### src/rtl/ibex_rf_wport_arbiter_if.sv
// Bundles the producer requests, the register-file write port and the CP
// scoreboard view that the write-port arbiter sits between.
interface ibex_rf_wport_arbiter_if;
  logic        lsu_we_i;
  logic [4:0]  lsu_waddr_i;
  logic [31:0] lsu_wdata_i;

  logic        ex_valid_i;
  logic        ex_ready_o;
  logic [4:0]  ex_waddr_i;
  logic [31:0] ex_wdata_i;

  logic        cp_issue_i;
  logic [4:0]  cp_issue_waddr_i;
  logic        cp_valid_i;
  logic        cp_ready_o;
  logic [4:0]  cp_waddr_i;
  logic [31:0] cp_wdata_i;

  logic        rf_we_o;
  logic [4:0]  rf_waddr_o;
  logic [31:0] rf_wdata_o;
  logic [2:0]  grant_o;
  logic [31:0] rf_pending_o;

  modport slave (
    input  lsu_we_i, lsu_waddr_i, lsu_wdata_i,
    input  ex_valid_i, ex_waddr_i, ex_wdata_i,
    input  cp_issue_i, cp_issue_waddr_i, cp_valid_i, cp_waddr_i, cp_wdata_i,
    output ex_ready_o, cp_ready_o,
    output rf_we_o, rf_waddr_o, rf_wdata_o, grant_o, rf_pending_o
  );

  modport master (
    output lsu_we_i, lsu_waddr_i, lsu_wdata_i,
    output ex_valid_i, ex_waddr_i, ex_wdata_i,
    output cp_issue_i, cp_issue_waddr_i, cp_valid_i, cp_waddr_i, cp_wdata_i,
    input  ex_ready_o, cp_ready_o,
    input  rf_we_o, rf_waddr_o, rf_wdata_o, grant_o, rf_pending_o
  );
endinterface

### src/rtl/ibex_rf_wport_arbiter.sv
// Register-file write-port arbiter: LSU > starved CP > EX > CP, with a one-entry
// CP holding buffer and a pending-write scoreboard for CP destinations.
module ibex_rf_wport_arbiter #(
  parameter int unsigned StarveLimit = 4
) (
  input logic                    clk_i,
  input logic                    rst_i,
  ibex_rf_wport_arbiter_if.slave bus
);

  localparam logic [3:0] StarveMax = 4'(StarveLimit);

  logic        cp_buf_valid_q, cp_buf_valid_d;
  logic [4:0]  cp_buf_addr_q, cp_buf_addr_d;
  logic [31:0] cp_buf_data_q, cp_buf_data_d;
  logic [3:0]  starve_q, starve_d;
  logic [31:1] pend_q, pend_d;

  logic        force_cp;
  logic        cp_load;
  logic        cp_ready;
  logic [2:0]  grant;
  logic [4:0]  waddr;
  logic [31:0] wdata;
  logic [31:0] pend_set, pend_clr, pend_full;

  assign force_cp  = cp_buf_valid_q & (starve_q == StarveMax);
  assign pend_full = {pend_q, 1'b0};

  // A starved CP result overtakes EX but never the LSU, which cannot stall.
  always_comb begin
    grant = 3'b000;
    if (bus.lsu_we_i)        grant = 3'b001;
    else if (force_cp)       grant = 3'b100;
    else if (bus.ex_valid_i) grant = 3'b010;
    else if (cp_buf_valid_q) grant = 3'b100;
  end

  always_comb begin
    waddr = 5'd0;
    wdata = 32'd0;
    unique case (grant)
      3'b001: begin waddr = bus.lsu_waddr_i; wdata = bus.lsu_wdata_i; end
      3'b010: begin waddr = bus.ex_waddr_i;  wdata = bus.ex_wdata_i;  end
      3'b100: begin waddr = cp_buf_addr_q;   wdata = cp_buf_data_q;   end
      default: ;
    endcase
  end

  // The buffer may drain and refill in one cycle, giving back-to-back CP writes.
  assign cp_ready = ~cp_buf_valid_q | grant[2];
  assign cp_load  = bus.cp_valid_i & cp_ready;

  always_comb begin
    cp_buf_valid_d = cp_load | (cp_buf_valid_q & ~grant[2]);
    cp_buf_addr_d  = cp_load ? bus.cp_waddr_i : cp_buf_addr_q;
    cp_buf_data_d  = cp_load ? bus.cp_wdata_i : cp_buf_data_q;

    starve_d = starve_q;
    if (~cp_buf_valid_q | grant[2]) starve_d = 4'd0;
    else if (starve_q < StarveMax)  starve_d = starve_q + 4'd1;

    // A same-register issue and retire leaves the bit set: the new issue wins.
    pend_set = bus.cp_issue_i ? (32'd1 << bus.cp_issue_waddr_i) : 32'd0;
    pend_clr = grant[2] ? (32'd1 << cp_buf_addr_q) : 32'd0;
    pend_d   = (pend_q & ~pend_clr[31:1]) | pend_set[31:1];
  end

  always_ff @(posedge clk_i) begin
    if (rst_i) begin
      cp_buf_valid_q <= 1'b0;
      cp_buf_addr_q  <= 5'd0;
      cp_buf_data_q  <= 32'd0;
      starve_q       <= 4'd0;
      pend_q         <= '0;
    end else begin
      cp_buf_valid_q <= cp_buf_valid_d;
      cp_buf_addr_q  <= cp_buf_addr_d;
      cp_buf_data_q  <= cp_buf_data_d;
      starve_q       <= starve_d;
      pend_q         <= pend_d;
    end
  end

  assign bus.grant_o      = grant;
  assign bus.rf_we_o      = |grant;
  assign bus.rf_waddr_o   = waddr;
  assign bus.rf_wdata_o   = wdata;
  assign bus.ex_ready_o   = grant[1];
  assign bus.cp_ready_o   = cp_ready;
  assign bus.rf_pending_o = pend_full;

  a_grant_onehot : assert property (@(posedge clk_i) disable iff (rst_i)
    $onehot0(grant));

  a_issue_not_pending : assert property (@(posedge clk_i) disable iff (rst_i)
    (bus.cp_issue_i && (bus.cp_issue_waddr_i != 5'd0) && pend_full[bus.cp_issue_waddr_i])
    |-> (grant[2] && (cp_buf_addr_q == bus.cp_issue_waddr_i)));

  a_cp_result_pending : assert property (@(posedge clk_i) disable iff (rst_i)
    (bus.cp_valid_i && cp_ready && (bus.cp_waddr_i != 5'd0)) |-> pend_full[bus.cp_waddr_i]);

  a_ex_hold : assert property (@(posedge clk_i) disable iff (rst_i)
    (bus.ex_valid_i && !grant[1]) |=> bus.ex_valid_i);

endmodule
### src/flat_wrapper.sv
// flat-port wrapper written by rule: the top's interface ports become plain ports
module ibex_rf_wport_arbiter_flat 
#(
  parameter int unsigned StarveLimit = 4
)
  (clk_i, rst_i, bus_lsu_we_i, bus_lsu_waddr_i, bus_lsu_wdata_i, bus_ex_valid_i, bus_ex_waddr_i, bus_ex_wdata_i, bus_cp_issue_i, bus_cp_issue_waddr_i, bus_cp_valid_i, bus_cp_waddr_i, bus_cp_wdata_i, bus_ex_ready_o, bus_cp_ready_o, bus_rf_we_o, bus_rf_waddr_o, bus_rf_wdata_o, bus_grant_o, bus_rf_pending_o);
  ibex_rf_wport_arbiter_if bus_i ();
  input logic clk_i;
  input logic rst_i;
  input wire logic [$bits(bus_i.lsu_we_i)-1:0] bus_lsu_we_i;
  input wire logic [$bits(bus_i.lsu_waddr_i)-1:0] bus_lsu_waddr_i;
  input wire logic [$bits(bus_i.lsu_wdata_i)-1:0] bus_lsu_wdata_i;
  input wire logic [$bits(bus_i.ex_valid_i)-1:0] bus_ex_valid_i;
  input wire logic [$bits(bus_i.ex_waddr_i)-1:0] bus_ex_waddr_i;
  input wire logic [$bits(bus_i.ex_wdata_i)-1:0] bus_ex_wdata_i;
  input wire logic [$bits(bus_i.cp_issue_i)-1:0] bus_cp_issue_i;
  input wire logic [$bits(bus_i.cp_issue_waddr_i)-1:0] bus_cp_issue_waddr_i;
  input wire logic [$bits(bus_i.cp_valid_i)-1:0] bus_cp_valid_i;
  input wire logic [$bits(bus_i.cp_waddr_i)-1:0] bus_cp_waddr_i;
  input wire logic [$bits(bus_i.cp_wdata_i)-1:0] bus_cp_wdata_i;
  output wire logic [$bits(bus_i.ex_ready_o)-1:0] bus_ex_ready_o;
  output wire logic [$bits(bus_i.cp_ready_o)-1:0] bus_cp_ready_o;
  output wire logic [$bits(bus_i.rf_we_o)-1:0] bus_rf_we_o;
  output wire logic [$bits(bus_i.rf_waddr_o)-1:0] bus_rf_waddr_o;
  output wire logic [$bits(bus_i.rf_wdata_o)-1:0] bus_rf_wdata_o;
  output wire logic [$bits(bus_i.grant_o)-1:0] bus_grant_o;
  output wire logic [$bits(bus_i.rf_pending_o)-1:0] bus_rf_pending_o;
  assign bus_i.lsu_we_i = bus_lsu_we_i;
  assign bus_i.lsu_waddr_i = bus_lsu_waddr_i;
  assign bus_i.lsu_wdata_i = bus_lsu_wdata_i;
  assign bus_i.ex_valid_i = bus_ex_valid_i;
  assign bus_i.ex_waddr_i = bus_ex_waddr_i;
  assign bus_i.ex_wdata_i = bus_ex_wdata_i;
  assign bus_i.cp_issue_i = bus_cp_issue_i;
  assign bus_i.cp_issue_waddr_i = bus_cp_issue_waddr_i;
  assign bus_i.cp_valid_i = bus_cp_valid_i;
  assign bus_i.cp_waddr_i = bus_cp_waddr_i;
  assign bus_i.cp_wdata_i = bus_cp_wdata_i;
  assign bus_ex_ready_o = bus_i.ex_ready_o;
  assign bus_cp_ready_o = bus_i.cp_ready_o;
  assign bus_rf_we_o = bus_i.rf_we_o;
  assign bus_rf_waddr_o = bus_i.rf_waddr_o;
  assign bus_rf_wdata_o = bus_i.rf_wdata_o;
  assign bus_grant_o = bus_i.grant_o;
  assign bus_rf_pending_o = bus_i.rf_pending_o;
  ibex_rf_wport_arbiter #(.StarveLimit(StarveLimit)) u_core (.clk_i(clk_i), .rst_i(rst_i), .bus(bus_i));
endmodule
### config.mk
export PLATFORM = sky130hd
export DESIGN_NAME = ibex_rf_wport_arbiter_flat
export DESIGN_NICKNAME = d
export VERILOG_FILES = /design/src/rtl/ibex_rf_wport_arbiter_if.sv /design/src/rtl/ibex_rf_wport_arbiter.sv /design/src/flat_wrapper.sv
export SDC_FILE = /design/constraint.sdc
export NUM_CORES = 1
export LEC_CHECK = 0
export ABC_AREA = 0
export CAP_MARGIN = 20
export CELL_PAD_IN_SITES_DETAIL_PLACEMENT = 0
export CELL_PAD_IN_SITES_GLOBAL_PLACEMENT = 1
export CORE_MARGIN = 8
export CORE_UTILIZATION = 32
export DETAILED_ROUTE_END_ITERATION = 16
export HOLD_SLACK_MARGIN = 0.15
export PLACE_DENSITY = 0.93
export SLEW_MARGIN = 20
export SYNTH_ARGS = -nofsm -noshare
export SYNTH_HDL_FRONTEND = slang
export SYNTH_SLANG_ARGS = --single-unit
### constraint.sdc
create_clock -name clk_i -period 4.8 [get_ports clk_i]
set_input_delay 0.96 -clock clk_i [delete_from_list [all_inputs] [get_ports clk_i]]
set_output_delay 0.96 -clock clk_i [all_outputs]
set_load 0.01 [all_outputs]
==> run metrics <==
outcome finished clean; Final HPWL DP approximately 11000 um; pre-CTS setup slack approximately 0.59 ns; CP Capture Type output port; #FFs+latches synth between 70 and 80; most frequent cells in the layout clkdlybuf4s50_1 (194), nand2b_1 (78), dfxtp_1 (73); clock tree sinks 73; total gr overflow 0; final worst path period share between 80% and 90%; worst min path class reg2reg; register area roughly 1500 um^2; GR Util All Layers between 10% and 20%; Chip Width between 100 and 150 um; critical path startpoint category primary input; final worst slack slightly below 0.6 ns; Via-to-Cell Ratio 5.117; share of cells above drive strength 1 roughly 5%; Fill cells 1190; Peak supply drop ~0.00014 V; diodes inserted 0; Synth Instances 450; core area 12670 um^2; Die Height roughly 130 um; CTS Root Cell clkbuf_16; first-pass GRT wire length roughly 22000 um; setup tns final 0 ns; setup violators final 0; setup bufs post-CTS 0; CP max FO 34; Syn. warnings 0; count of pins over their slew limit 0; Post-Syn Area between 4000 and 5000 um^2; largest net degree at the start of global routing 50; Post-CTS Hold Buffers 0; max-cap viol count 0; P per Cell Area roughly 260 nW/um^2; RSZ-0062 raised after global routing no; Reg clk slew, reported paths 0.06 ns; Critical Path AT ~3.3 ns; initial antenna violation count 0; DRT iter0 DRCs between 200 and 300; Synth cell types 34; sequential fraction of the synthesis area 34.93%; post-detailed-route DRC marker count 0; P&R area growth vs syn 54.28%; dpl cell area around 6100 um^2; number of iterations in the first detailed-routing pass 4; post-CTS sizing 0; number of top-level pins 197; Syn Nets roughly 570; number of global-route vias before repair around 4200; WP data required 3.84 ns; Tmin final roughly 4.2 ns; Least-Margin Pin Slew about 0.67 ns; Crit Path Class in2out; commonest non-fill, non-tap cell in the layout clkdlybuf4s50_1; clk buf depth 2; Final #Nets about 740; clk_lat worst skew 0.33 ns; via count 4078; GP Congestion between 0.8 and 0.9; Die ar. ~17000 um^2; final instance area 6455 um^2; Core Rows 41; post-route antenna net violation count 0; skew final 0.005907 ns; final-report hold violation count 0; CTS tree yes; H-tree level count 3; final WL ~14000 um; static leakage around 0.0022 uW; mean post-synth cell area 9.298 um^2; cts bufs inserted 9; Slew headroom between 50 and 60%; Initial Utilization about a third; input/output buffers 195; Multi-input gate area 2338 um^2; fmax roughly 240 MHz; WL/cell 17.72 um
## layout make-up
class	instances	share of cell area, %
multi-input combinational	299	36.23
timing repair buffer	203	31.09
sequential	73	22.64
clock buffer	10	3.702
tap	172	3.334
inverter	34	1.977
clock inverter	6	1.027
## report_power, final
group | total [uW] | switching [uW] | internal [uW]
logic | 338 | 129 | 209
clock network | 681 | 264 | 417
registers | 656 | 24.1 | 632
total | 1680 | 418 | 1260
## cell usage after synthesis
cell	count	area (um^2)
nor2b_1	1	6.260
dfxtp_1	73	1461
a21oi_1	2	10.01
nand4b_1	2	17.52
nor3_1	4	20.02
or2_1	1	6.260
or2_2	4	25.02
o32ai_1	30	262.8
xnor2_1	1	8.760
buf_4	5	37.54
nand4_1	2	12.51
conb_1	1	3.750
a221o_1	37	370.4
clkbuf_1	21	78.83
nand3_1	5	25.02
and2_1	37	231.5
or3b_1	4	35.03
a21boi_2	1	11.26
mux2i_1	38	380.4
buf_6	5	56.30
buf_12	3	60.06
o21ai_0	1	5.000
buf_2	10	50.05
nor2_1	2	7.510
ha_1	2	25.02
a41oi_1	1	8.760
or3_1	3	18.77
nand2_1	1	3.750
inv_1	34	127.6
nand2b_1	78	488.0
a31oi_4	1	21.27
nand4bb_1	2	22.52
a211oi_1	31	232.7
nand3b_1	7	52.55
## sequential cells by signal, indices dropped and copies added (netlist names)
name	flops
u_core.cp_buf_data_q	32
u_core.cp_buf_valid_q	1
u_core.cp_buf_addr_q	5
u_core.pend_q	31
u_core.starve_q	4
## worst paths after layout
| kind | from | cells past startpoint | endpoint | slack (ns) |
|---|---|---|---|---|
| hold / removal | u_core.pend_q[23]$_SDFF_PP0_ | 2 | u_core.pend_q[23]$_SDFF_PP0_ | 0.47 |
| setup reg to reg | u_core.starve_q[0]$_SDFFE_PP0N_ | 7 | u_core.cp_buf_data_q[28]$_SDFFE_PP0P_ | 2.60 |
| hold reg to reg | u_core.pend_q[23]$_SDFF_PP0_ | 2 | u_core.pend_q[23]$_SDFF_PP0_ | 0.47 |
| setup / recovery | bus_lsu_we_i | 6 | bus_rf_waddr_o[4] | 0.58 |
## critical path: stages
cell,delay (ns)
clkdlybuf4s50_1,0.54
nand4bb_1,0.34
a21boi_4,0.23
buf_4,0.37
a221o_1,0.23
clkdlybuf4s50_1,0.56
## metrics by stage
step / utilization, % / std cells / total power (uW) / hold WS, ns
2_1_floorplan: - / 450 / 822.1 / 0.4488
3_3_place_gp: 48.53 / 781 / 1000 / 0.4684
3_5_place_dp: 48.53 / 781 / 1008 / 0.4702
4_1_cts: 50.94 / 797 / 1697 / 0.4773
5_1_grt: 50.94 / 797 / 1748 / 0.5006
6_report: 50.94 / 797 / 1676 / 0.4739
## metal layers
metal | up-vias | track usage, % | routed length [um]
li1 | 1981 | - | -
met1 | 1893 | 18.02 | 5658
met2 | 177 | 27.73 | 6888
met3 | 27 | 5.590 | 1216
met4 | 0 | 6.887 | 357
met5 | - | 0 | 0
## logic make-up (layout without fill, tap and decap cells)
group / Yosys count / in the layout / share of synthesized area (%)
compound gates: 104 / 104 / 22.04
xor+xnor: 1 / 1 / 0.2094
fa+ha+maj: 2 / 2 / 0.5980
buf+inv: 78 / 253 / 9.809
flops: 73 / 73 / 34.93
mux: 38 / 38 / 9.091
other cells: 1 / 1 / 0.08963
simple gates: 153 / 153 / 23.24
Note: power is estimated with default switching activity, not from simulation.
